### config.mk
export PLATFORM = sky130hd
export DESIGN_NAME = encode83_event
export DESIGN_NICKNAME = d
export VERILOG_FILES = /design/src/rtl/encode83_event.sv
export SDC_FILE = /design/constraint.sdc
export NUM_CORES = 1
export LEC_CHECK = 0
export ABC_AREA = 1
export CAP_MARGIN = 0
export CORE_UTILIZATION = 55
export DETAILED_ROUTE_END_ITERATION = 10
export PLACE_DENSITY = 0.73
export SYNTH_ARGS = -nofsm -noshare
export SYNTH_HDL_FRONTEND = slang
export SYNTH_SLANG_ARGS = --single-unit
### constraint.sdc
create_clock -name clk -period 2.05 [get_ports clk]
set_input_delay 0.3075 -clock clk [delete_from_list [all_inputs] [get_ports clk]]
set_output_delay 0.3075 -clock clk [all_outputs]
set_load 0.05 [all_outputs]
### src/rtl/encode83_event.sv
// ============================================================================
// encode83_event
// ----------------------------------------------------------------------------
// Debounced, registered 8-to-3 priority encoder with a valid/ack event
// handshake. Eight raw request lines are synchronized and debounced. Each
// stable, non-zero pattern produces exactly one event carrying the index of
// the highest set line (bit 7 wins). A pending event is held until the
// consumer acknowledges it. If a new event arrives while one is still
// pending, the new event is dropped and a sticky overrun flag is raised.
//
// Parameters
//   DEBOUNCE_CYCLES  consecutive identical synchronized samples needed to
//                    accept a pattern (legal range 2..255, 8-bit counter)
//
// Ports
//   clk        in   rising-edge clock for all logic
//   rst_n      in   synchronous active-low reset
//   Din[7:0]   in   raw asynchronous request lines, bit 7 highest priority
//   Dout[2:0]  out  index of the highest set bit of the accepted pattern
//   multi      out  accepted pattern had more than one bit set
//   evt_valid  out  an event is pending; Dout/multi valid while high
//   evt_ack    in   consumer accepts the pending event
//   overrun    out  sticky: an event was dropped while one was pending
//   ovr_clr    in   clears overrun (a simultaneous overrun wins)
//   busy       out  registered, high while the FSM is away from IDLE
// ============================================================================
module encode83_event #(
    parameter int unsigned DEBOUNCE_CYCLES = 4
) (
    input  logic       clk,
    input  logic       rst_n,
    input  logic [7:0] Din,
    output logic [2:0] Dout,
    output logic       multi,
    output logic       evt_valid,
    input  logic       evt_ack,
    output logic       overrun,
    input  logic       ovr_clr,
    output logic       busy
);

    // ------------------------------------------------------------------------
    // State encoding
    // ------------------------------------------------------------------------
    localparam logic [1:0] ST_IDLE     = 2'd0;
    localparam logic [1:0] ST_DEBOUNCE = 2'd1;
    localparam logic [1:0] ST_HELD     = 2'd2;
    localparam logic [1:0] ST_RELEASE  = 2'd3;

    // Counter value on which the final confirming sample is seen. The counter
    // is loaded with 1 on the first sample of a new pattern, so reaching
    // DEBOUNCE_CYCLES-1 with one more matching sample makes DEBOUNCE_CYCLES.
    localparam logic [7:0] CNT_LAST = 8'(DEBOUNCE_CYCLES - 1);

    // ------------------------------------------------------------------------
    // Signal declarations
    // ------------------------------------------------------------------------
    logic [7:0] sync1_q;
    logic [7:0] din_s_q;

    logic [1:0] state_q, state_d;
    logic [7:0] cand_q,  cand_d;
    logic [7:0] cnt_q,   cnt_d;
    logic       emit;

    logic [2:0] emit_code;
    logic       emit_multi;

    logic [2:0] dout_q,      dout_d;
    logic       multi_q,     multi_d;
    logic       evt_valid_q, evt_valid_d;
    logic       overrun_q,   overrun_d;
    logic       busy_q,      busy_d;

    // ------------------------------------------------------------------------
    // Encoding helpers
    // ------------------------------------------------------------------------

    // Index of the highest set bit; scanning upward lets later (higher)
    // bits overwrite lower ones, giving bit 7 the top priority.
    function automatic logic [2:0] highest_index(input logic [7:0] v);
        logic [2:0] idx;
        idx = 3'd0;
        for (int i = 0; i < 8; i++) begin
            if (v[i]) begin
                idx = 3'(i);
            end
        end
        return idx;
    endfunction

    // More than one bit set: clearing the lowest set bit (v & (v-1)) leaves
    // something behind only if a second bit was present.
    function automatic logic has_multiple(input logic [7:0] v);
        return ((v & (v - 8'd1)) != 8'd0);
    endfunction

    // The event payload always comes from the candidate, because an emit
    // only happens on a sample that matches it.
    always_comb begin
        emit_code  = highest_index(cand_q);
        emit_multi = has_multiple(cand_q);
    end

    // ------------------------------------------------------------------------
    // Input synchronizer: two flops bring the raw lines into the clock domain
    // before any decision is made on them.
    // ------------------------------------------------------------------------
    always_ff @(posedge clk) begin
        if (!rst_n) begin
            sync1_q <= 8'd0;
            din_s_q <= 8'd0;
        end else begin
            sync1_q <= Din;
            din_s_q <= sync1_q;
        end
    end

    // ------------------------------------------------------------------------
    // Debounce FSM
    //   IDLE     : nothing pressed, waiting for a non-zero sample
    //   DEBOUNCE : a candidate pattern is being counted toward acceptance
    //   HELD     : the candidate was accepted (event emitted), still pressed
    //   RELEASE  : zeros are being counted; a return of the same pattern is
    //              treated as release bounce and goes back to HELD silently
    // Any new non-zero pattern restarts the debounce with that pattern, so a
    // changed pattern always produces its own event once stable.
    // ------------------------------------------------------------------------
    always_comb begin
        state_d = state_q;
        cand_d  = cand_q;
        cnt_d   = cnt_q;
        emit    = 1'b0;

        case (state_q)
            ST_IDLE: begin
                if (din_s_q != 8'd0) begin
                    cand_d  = din_s_q;
                    cnt_d   = 8'd1;
                    state_d = ST_DEBOUNCE;
                end
            end

            ST_DEBOUNCE: begin
                if (din_s_q == cand_q) begin
                    if (cnt_q == CNT_LAST) begin
                        emit    = 1'b1;
                        state_d = ST_HELD;
                    end else begin
                        cnt_d = cnt_q + 8'd1;
                    end
                end else if (din_s_q == 8'd0) begin
                    cand_d  = 8'd0;
                    cnt_d   = 8'd0;
                    state_d = ST_IDLE;
                end else begin
                    cand_d = din_s_q;
                    cnt_d  = 8'd1;
                end
            end

            ST_HELD: begin
                if (din_s_q == 8'd0) begin
                    cnt_d   = 8'd1;
                    state_d = ST_RELEASE;
                end else if (din_s_q != cand_q) begin
                    cand_d  = din_s_q;
                    cnt_d   = 8'd1;
                    state_d = ST_DEBOUNCE;
                end
            end

            ST_RELEASE: begin
                if (din_s_q == 8'd0) begin
                    if (cnt_q == CNT_LAST) begin
                        cand_d  = 8'd0;
                        cnt_d   = 8'd0;
                        state_d = ST_IDLE;
                    end else begin
                        cnt_d = cnt_q + 8'd1;
                    end
                end else if (din_s_q == cand_q) begin
                    state_d = ST_HELD;
                end else begin
                    cand_d  = din_s_q;
                    cnt_d   = 8'd1;
                    state_d = ST_DEBOUNCE;
                end
            end

            default: begin
                cand_d  = 8'd0;
                cnt_d   = 8'd0;
                state_d = ST_IDLE;
            end
        endcase
    end

    // ------------------------------------------------------------------------
    // Event handshake
    // An emit coinciding with an ack replaces the pending event cleanly: the
    // consumer has taken the old one, so nothing is lost and overrun stays
    // put. Only an emit against an unacknowledged event is dropped.
    // ------------------------------------------------------------------------
    always_comb begin
        dout_d      = dout_q;
        multi_d     = multi_q;
        evt_valid_d = evt_valid_q;
        overrun_d   = overrun_q;

        if (ovr_clr) begin
            overrun_d = 1'b0;
        end

        if (emit) begin
            if (!evt_valid_q || evt_ack) begin
                dout_d      = emit_code;
                multi_d     = emit_multi;
                evt_valid_d = 1'b1;
            end else begin
                overrun_d = 1'b1;
            end
        end else if (evt_ack && evt_valid_q) begin
            evt_valid_d = 1'b0;
        end
    end

    // busy follows the next state so the flop reads "not in IDLE" on the
    // same edge the FSM changes.
    always_comb begin
        busy_d = (state_d != ST_IDLE);
    end

    // ------------------------------------------------------------------------
    // State and output registers
    // ------------------------------------------------------------------------
    always_ff @(posedge clk) begin
        if (!rst_n) begin
            state_q     <= ST_IDLE;
            cand_q      <= 8'd0;
            cnt_q       <= 8'd0;
            dout_q      <= 3'd0;
            multi_q     <= 1'b0;
            evt_valid_q <= 1'b0;
            overrun_q   <= 1'b0;
            busy_q      <= 1'b0;
        end else begin
            state_q     <= state_d;
            cand_q      <= cand_d;
            cnt_q       <= cnt_d;
            dout_q      <= dout_d;
            multi_q     <= multi_d;
            evt_valid_q <= evt_valid_d;
            overrun_q   <= overrun_d;
            busy_q      <= busy_d;
        end
    end

    // ------------------------------------------------------------------------
    // Outputs: all straight from flops
    // ------------------------------------------------------------------------
    assign Dout      = dout_q;
    assign multi     = multi_q;
    assign evt_valid = evt_valid_q;
    assign overrun   = overrun_q;
    assign busy      = busy_q;

endmodule

==> key figures <==
Place
  – I/O Buffers: 18
  – Total half-perimeter wirelength after legalization and detailed placement: 3020 µm
  – Routability congestion estimate: roughly 0.92

Hold path
  – Hold WC Path Type: reg -> reg

Logic synthesis
  – Netlist area before placement: roughly 2100 µm²
  – Mean instance size in the synthesized netlist: about 6.7 µm²
  – Largest area contributor in the netlist: sky130_fd_sc_hd__dfxtp_1
  – Number of synthesis warnings: 0
  – Count of cell types in the netlist: 29
  – Share of the synthesized area in the top cell type: 38.7%
  – Register bit count reported by yosys: a little over 40
  – Net Count, Synth: 330
  – Sequential fraction of the synthesis area: roughly 39%
  – Instance count of the mapped netlist: roughly 320
  – Largest cells by area after synthesis: sky130_fd_sc_hd__dfxtp_1 (39%), sky130_fd_sc_hd__nand2_1 (14%), sky130_fd_sc_hd__inv_1 (9.2%), sky130_fd_sc_hd__nor2_1 (8.7%), sky130_fd_sc_hd__nand3_1 (5.9%)

Finish
  – Area of combinational cells with multiple inputs: roughly 1100 µm²
  – Commonest cells after routing, fill and taps aside: sky130_fd_sc_hd__nand2_1 (80), sky130_fd_sc_hd__inv_1 (52), sky130_fd_sc_hd__nor2_1 (49)
  – Share of final-layout standard cells stronger than drive strength 1: between 10 and 15%
  – Fill cell instance count of the final layout: about 330
  – Diode insertion count for antenna repair: 0
  – Seq. cell area: just over 800 µm²
  – Final Util: around 67%
  – Total number of nets in the final design: between 300 and 400
  – Most common cell after layout, fill and taps aside: sky130_fd_sc_hd__nand2_1
  – Growth of design area from synthesis to finish: 16.9%

Clock tree
  – Number of sinks driven by the clock tree: ~40
  – Clock tree from TritonCTS: built
  – H-tree lvl count: 2
  – Reg clk slew, reported paths: about 80 ps
  – TritonCTS buffer count: 5
  – Insertion delay of the later-clocked pin in the worst-skew pair: roughly 300 ps
  – Number of hold buffers added after CTS: 0
  – CTS max path bufs: 2
  – Root cell of the clock tree: sky130_fd_sc_hd__clkbuf_8

Global route
  – Overflow left after global routing: 0
  – Vias in the first global route: 1630
  – Wire length of the first global-routing pass: a little over 7000 µm
  – Overall track demand over capacity in global routing: a little under a quarter
  – Largest net degree at the start of global routing: 38
  – Number of antenna violations at the first check in global routing: 0

Floorplanning
  – Standard-cell rows: 22
  – Number of top-level design ports: 19
  – Overall die area: around 4100 µm²
  – Initial standard-cell utilization of the core: 57.5%
  – Area of the core: between 3000 and 4000 µm²
  – Die height: approximately 64 µm
  – Die width: 64.1 µm

Drt
  – Total iterations of the first detailed-routing run: 4
  – Routed vias/inst: 4.88
  – Number of DRC violations after detailed routing: 0
  – Number of DRC violations after detailed-routing iteration 0: about 140
  – Number of vias in the routed layout: around 1900
  – Total Wirelength: 4180 µm
  – Post-detailed-route wirelength per cell: around 11 µm
  – Final antenna-violating net count: 0

Setup path
  – Biggest cell delay along the critical path: between 300 and 400 ps
  – Sort of element at the end of the critical path: flop
  – Chain of cells forming the critical path: ha_1 > nand3_1 > nor2_2 > inv_2 > nand3_1 > nand2_1 > nor2_4 > nand3_1 > nand2_1 > nor2_1
  – CP max stage cell: sky130_fd_sc_hd__dfxtp_1
  – CP Data Arrival Time: roughly 2000 ps
  – Startpoint type of the worst setup path: flop
  – Most frequent cell on the critical path: sky130_fd_sc_hd__nand3_1
  – Largest fanout of any net on the critical path: 8
  – Worst path required time: approximately 2300 ps
  – Category of the most critical setup path: reg -> reg

STA
  – Final clock skew: between 3 and 4 ps
  – Accumulated negative setup slack: 0 ps
  – Final hold violations: 0
  – Worst max-slew margin expressed relative to the limit: roughly 66%
  – Count of final max-slew check failures: 0
  – Transition time at the pin with the least slew margin: between 500 and 600 ps
  – Shortest period the worst path allows: 1780 ps
  – Final setup violating endpoints: 0
  – Achievable Freq: about 560 MHz
  – Crit share post-route: 87.0%
  – Setup repair after global routing missed its margin: false

Pwr
  – Worst VDD drop: around 0.53 mV
  – Static leakage: about 0.0013 µW
  – Cell area power density: about 800 nW/µm²

Outcome
  – Run status: complete, no violations

Job
  – Number of violations of the max-capacitance limit: 0
repair_timing:
action / CTS / global route
resized for setup: 0 / 1
endpoints found under the setup margin: 0 / 3
setup buffers: 0 / 0
sequential cells by signal, summed over array words and instances (netlist names):
register	flops
cand_q	8
cnt_q	8
state_q	2
sync1_q	8
din_s_q	8
busy	1
overrun	1
evt_valid	1
multi	1
Dout	3
power by group:
part           leakage [µW]  internal [µW]  switching (µW)
Clock             0.0000585            365             303
Sequential         0.000337            845            47.8
Combinational      0.000890            161             282
metrics by stage:
step / setup WS (ps) / std cells / area [µm²] / hold slack [ps] / total power (µW)
2_1_floorplan: 488 / 317 / 2120 / 386 / 1240
3_3_place_gp: 322 / 381 / 2360 / 394 / 1340
3_5_place_dp: 209 / 381 / 2360 / 397 / 1350
4_1_cts: 199 / 389 / 2470 / 418 / 2010
5_1_grt: 99.8 / 389 / 2480 / 443 / 2120
6_report: 267 / 389 / 2480 / 412 / 2000
path summary, 6_finish.rpt:
check | from | to | slack, ps | cells after the start
min reg2reg | sync1_q[3] | din_s_q[3] | 410 | 2
max reg2reg | cnt_q[0] | cand_q[5] | 270 | 10
max | cnt_q[0] | cand_q[5] | 270 | 10
min | sync1_q[3] | din_s_q[3] | 410 | 2
final cells by class:
type | instances | area share, %
Clock buffer | 5 | 2.77
Clock inverter | 3 | 1.77
Inverter | 59 | 9.03
Multi-Input combinational cell | 213 | 43.0
Sequential cell | 41 | 33.1
Tap cell | 48 | 2.42
Timing Repair Buffer | 20 | 7.87
routing by layer:
metal	part of all wire [%]	track usage (%)	routed length, µm
met4	1.6	10.3	69
met3	6.8	5.89	283
met5	0	0	0
met2	43	34.4	1780
met1	49	31.1	2050
Yosys cell counts:
cell type,number
sky130_fd_sc_hd__buf_1,1
sky130_fd_sc_hd__o2111ai_1,1
sky130_fd_sc_hd__o21ai_0,11
sky130_fd_sc_hd__nor2_8,2
sky130_fd_sc_hd__nand3b_1,1
sky130_fd_sc_hd__a41oi_1,1
sky130_fd_sc_hd__nand4_2,2
sky130_fd_sc_hd__inv_4,1
sky130_fd_sc_hd__nor2_4,2
sky130_fd_sc_hd__ha_1,1
sky130_fd_sc_hd__nand4_1,4
sky130_fd_sc_hd__dfxtp_1,41
sky130_fd_sc_hd__a21boi_0,1
sky130_fd_sc_hd__nand2_4,3
sky130_fd_sc_hd__a221oi_1,1
sky130_fd_sc_hd__nand3_1,25
sky130_fd_sc_hd__nor3_1,2
sky130_fd_sc_hd__nand2_2,5
sky130_fd_sc_hd__nor2_2,3
sky130_fd_sc_hd__xor2_1,3
sky130_fd_sc_hd__o21ai_1,3
sky130_fd_sc_hd__a21oi_1,8
sky130_fd_sc_hd__nand2_1,80
sky130_fd_sc_hd__nor2_1,49
sky130_fd_sc_hd__nand4_4,1
sky130_fd_sc_hd__inv_2,6
sky130_fd_sc_hd__inv_1,52
sky130_fd_sc_hd__xnor2_1,4
sky130_fd_sc_hd__clkbuf_1,3
critical path, delay by kind of cell (launching register included):
family / cells / cell delay, ps
adders and majority gates: 1 / 220
buffers and inverters: 1 / 70
and+or+nand+nor: 8 / 1000
DFF: 1 / 390
logic make-up (layout without fill, tap and decap cells):
kind of cell             count (synthesis)  after routing  share of synthesized area [%]
AND/OR/NAND/NOR                        179            179                           39.8
buffers and inverters                   63             87                           11.3
flip-flops                              41             41                           38.7
AO/OA/AOI/OAI                           26             26                           6.78
XOR/XNOR                                 7              7                           2.89
adder cells (fa/ha/maj)                  1              1                          0.590
No activity file was read; power rests on OpenSTA's default activity.
